## config.mk

```make
export PLATFORM = sky130hd
export DESIGN_NAME = mem_ctrl
export DESIGN_NICKNAME = d
export VERILOG_FILES = /design/src/rtl/mem_ctrl.sv
export SDC_FILE = /design/constraint.sdc
export NUM_CORES = 1
export LEC_CHECK = 0
export ABC_CLOCK_PERIOD_IN_PS = 8000
export BUFFER_PORTS_ARGS = -buffer_cell sky130_fd_sc_hd__buf_4
export CAP_MARGIN = 10
export CORE_MARGIN = 2
export CORE_UTILIZATION = 40
export CTS_BUF_LIST = sky130_fd_sc_hd__clkbuf_16
export CTS_CLUSTER_DIAMETER = 80
export DETAILED_ROUTE_END_ITERATION = 16
export PLACE_DENSITY = 0.61
export SLEW_MARGIN = 20
export SYNTH_ARGS = -nofsm -noshare
export SYNTH_HDL_FRONTEND = slang
export SYNTH_SLANG_ARGS = --single-unit
```

## constraint.sdc

```tcl
create_clock -name clk -period 8 [get_ports clk]
set_input_delay 0.4 -clock clk [delete_from_list [all_inputs] [get_ports clk]]
set_output_delay 0.4 -clock clk [all_outputs]
set_load 0.01 [all_outputs]
```

## src/rtl/mem_ctrl.sv

```systemverilog
// rtl/mem_ctrl.sv - byte-serialising single-port RAM controller arbitrating IF and MEM
// MEM has fixed priority; each access becomes N byte cycles, reads assembled little-endian.
module mem_ctrl #(
   parameter int ADDR_W = 32
) (
   input  logic              clk,
   input  logic              rst,
   input  logic              if_req_i,
   input  logic [ADDR_W-1:0] if_addr_i,
   output logic [31:0]       if_data_o,
   output logic              if_done_o,
   input  logic              mem_req_i,
   input  logic              mem_we_i,
   input  logic [1:0]        mem_sel_i,
   input  logic [ADDR_W-1:0] mem_addr_i,
   input  logic [31:0]       mem_wdata_i,
   output logic [31:0]       mem_rdata_o,
   output logic              mem_done_o,
   input  logic [7:0]        ram_din_i,
   output logic [7:0]        ram_dout_o,
   output logic [ADDR_W-1:0] ram_a_o,
   output logic              ram_wr_o
);

   typedef enum logic [1:0] {IDLE, IF_RD, MEM_RD, MEM_WR} state_t;

   state_t            state;
   logic [2:0]        cnt;
   logic [2:0]        n;
   logic [ADDR_W-1:0] addr;
   logic [31:0]       wdata;
   logic [31:0]       rbuf;
   logic [31:0]       rbuf_next;
   logic [1:0]        lane;

   // RAM data lags its address by two edges, so lane = cnt - 2 while reading.
   always_comb begin
      lane      = cnt[1:0] - 2'd2;
      rbuf_next = rbuf;
      if (cnt >= 3'd2)
         rbuf_next[{lane, 3'b000} +: 8] = ram_din_i;
   end

   always_ff @(posedge clk or posedge rst) begin
      if (rst) begin
         state       <= IDLE;
         cnt         <= '0;
         n           <= '0;
         addr        <= '0;
         wdata       <= '0;
         rbuf        <= '0;
         if_data_o   <= '0;
         if_done_o   <= 1'b0;
         mem_rdata_o <= '0;
         mem_done_o  <= 1'b0;
         ram_dout_o  <= '0;
         ram_a_o     <= '0;
         ram_wr_o    <= 1'b0;
      end else begin
         if_done_o  <= 1'b0;
         mem_done_o <= 1'b0;
         case (state)
            IDLE: begin
               // A done pulse on this edge forces one idle cycle before the next accept.
               if (!if_done_o && !mem_done_o) begin
                  if (mem_req_i) begin
                     addr    <= mem_addr_i;
                     wdata   <= mem_wdata_i;
                     rbuf    <= '0;
                     cnt     <= 3'd1;
                     ram_a_o <= mem_addr_i;
                     case (mem_sel_i)
                        2'b00:   n <= 3'd1;
                        2'b01:   n <= 3'd2;
                        default: n <= 3'd4;
                     endcase
                     if (mem_we_i) begin
                        ram_wr_o   <= 1'b1;
                        ram_dout_o <= mem_wdata_i[7:0];
                        state      <= MEM_WR;
                     end else begin
                        state <= MEM_RD;
                     end
                  end else if (if_req_i) begin
                     addr    <= if_addr_i;
                     rbuf    <= '0;
                     cnt     <= 3'd1;
                     n       <= 3'd4;
                     ram_a_o <= if_addr_i;
                     state   <= IF_RD;
                  end
               end
            end
            IF_RD, MEM_RD: begin
               rbuf    <= rbuf_next;
               cnt     <= cnt + 3'd1;
               ram_a_o <= (cnt < n) ? addr + ADDR_W'(cnt) : '0;
               if (cnt == n + 3'd1) begin
                  cnt   <= '0;
                  state <= IDLE;
                  if (state == IF_RD) begin
                     if_data_o <= rbuf_next;
                     if_done_o <= 1'b1;
                  end else begin
                     mem_rdata_o <= rbuf_next;
                     mem_done_o  <= 1'b1;
                  end
               end
            end
            MEM_WR: begin
               if (cnt < n) begin
                  ram_a_o    <= addr + ADDR_W'(cnt);
                  ram_dout_o <= wdata[{cnt[1:0], 3'b000} +: 8];
                  cnt        <= cnt + 3'd1;
               end else begin
                  ram_wr_o   <= 1'b0;
                  ram_a_o    <= '0;
                  ram_dout_o <= '0;
                  mem_done_o <= 1'b1;
                  cnt        <= '0;
                  state      <= IDLE;
               end
            end
            default: state <= IDLE;
         endcase
      end
   end

endmodule
```

==> results.tsv <==
metric	value	unit
status	finished, final reports clean	
grt_use_total	19.8	%
syn_area	10100	um^2
avgSynthCellArea	10.4	um^2
nFillCells	2361	
syn_inst	968	
fin_area	12600	um^2
maxSlewHeadroom	31.7	%
synth_edf_count	0	
initial_utilization	40.4	%
cts_resized	0	
fin_skew	0.0180	ns
worst-path-max-fanout	54	
die_height	163	um
vias	7976	
antenna_cells	0	
rsz0062_at_grt	no	
htree_levels	1	
hp-class	in -> async	
ys_ff_latch	211	
crit_type	reg -> reg	
finalWorstSetupSlack	4.44	ns
die_area	26500	um^2
maxCapViolations	0	
drtPass1Iterations	5	
drive_above_1_share	27.3	%
worst_pin_slew	1.02	ns
io_pins	218	
place_area	11900	um^2
core	25000	um^2
reg2reg_depth	7	
area_delta_synth_final	25.1	%
finalNetCount	1286	
gp_congestion	0.773	
post_cts_buffers	0	
hold_violations	0	
cts_tree	done	
ys_types	54	
portBuffers	217	
period_share	44.5	%
drt-total-wl	26.3	mm
clkSinkCount	211	
grt_pass1_vias	7753	
power_density	385	nW/um^2
slew_viol_final	0	
drc	0	
cts-root-buf	clkbuf_16	
ir_drop	0.000157	V
hold_buffers	0	
endpoint_kind	flop	
ys_warn_count	0	
avgViaCountPerCell	5.31	
grt_pass1_wl	42.0	mm
finish.utilization	50.5	%
wl_per_cell	17.5	um
clock_latency	0.52	ns
cts_buffer_depth	3	
dp_slack	4.43	ns
cp-start-kind	flop	
fin_crit	3.56	ns
syn_nets	1096	
fin_setup_tns	0	ns
die_w	163	um
fmax	281	MHz
synthFlopType	dfrtp_1	
setup_violations	0	
ys_seq_area_share	52.4	%
worstPathRequired	8.44	ns
grt_max_degree	135	
drtIter0Drc	535	
final_cell_mix	buf_4 (224), dfrtp_1 (211), nand2_1 (119)	
rows	58	
crit_arrival	4.00	ns
cts_buffers	23	
path_clk_slew	0.06	ns
antenna_found_initial	0	
gr-total-overflow	0	
async_flop_share	100	%
final_common_cell	buf_4	
ant_nets	0	
p_leak	5.98	nW
dp.final_hpwl	17.9	mm
## kinds of logic (layout without fill, tap and decap cells)
group,after synthesis,in the layout,synth area share (%)
AND/OR/NAND/NOR,282,282,13.6
AO/OA/AOI/OAI,279,279,17.3
flip-flops,211,211,52.4
buffers and inverters,81,286,3.53
multiplexers,73,73,8.67
XOR/XNOR,25,25,2.32
adder cells (fa/ha/maj),17,17,2.19
## state kept, by name, indices dropped and copies added (netlist names)
name and flops:
cnt 3, rbuf 32, wdata 32, ram_a_o 32, ram_wr_o 1, mem_done_o 1
ram_dout_o 8, n 3, if_data_o 32, if_done_o 1, mem_rdata_o 32, state 2
addr 32
## Yosys cell counts, drive strengths merged (10+ instances only)
cell	number	area (um^2)
a21oi	83	479
mux2	34	383
mux2i	31	310
buf	20	126
clkbuf	39	146
a22o	34	298
ha	16	200
xor2	16	140
nand4	10	68.8
o211ai	22	165
inv	22	82.6
and3	38	238
nor2	56	210
dfrtp	211	5280
o21ai	108	541
nand2	121	454
## critical path, cell delays in order, from the launching register on
cell and delay (ns):
dfrtp_1 0.94, inv_1 0.35, ha_1 0.40, or3_1 0.44
nor3b_4 0.47, buf_4 0.58, nor2_1 0.09, a21oi_1 0.14
## power by group
part | switching [mW] | internal, mW
Combinational | 1.13 | 0.912
Sequential | 0.326 | 1.51
Clock | 0.420 | 0.550
## through the flow
step	cells	total power, mW	hold slack, ns
global placement	1463	3.87	0.462
global route	1503	5.23	0.0861
finish	1503	4.85	0.0596
floorplan	968	3.12	0.454
CTS	1503	4.91	0.0690
detailed placement	1463	3.92	0.471
## worst paths after layout
path	start	end	slack, ns
worst max-delay path	cnt[0]	mem_rdata_o[12]	4.44
max in group asynchronous	rst	if_data_o[10]	6.43
worst min-delay path	rst	if_data_o[30]	0.06
min in group clk	mem_sel_i[0]	n[0]	0.09
worst min register to register	if_data_o[23]	if_data_o[23]	0.48
worst max register to register	cnt[0]	mem_rdata_o[12]	4.44
## routing by layer
metal | up-vias | global-route usage, % | wire length [um]
li1 | 3859 | - | -
met1 | 3881 | 27.6 | 11800
met3 | 31 | 3.90 | 1510
met5 | - | 0 | 0
met2 | 205 | 32.1 | 12500
met4 | 0 | 4.51 | 477
## final cells by class
cell class              instances  area, um^2  share of cell area, %
inverters                      22        90.1                  0.715
clock inverters                17        98.8                  0.784
multi-input cells             676        4470                   35.4
clock buffers                  23         576                   4.57
flip-flops and latches        211        5280                   41.9
repair buffers                224        1680                   13.3
well taps                     330         413                   3.28
No activity file was read; power rests on OpenSTA's default activity.
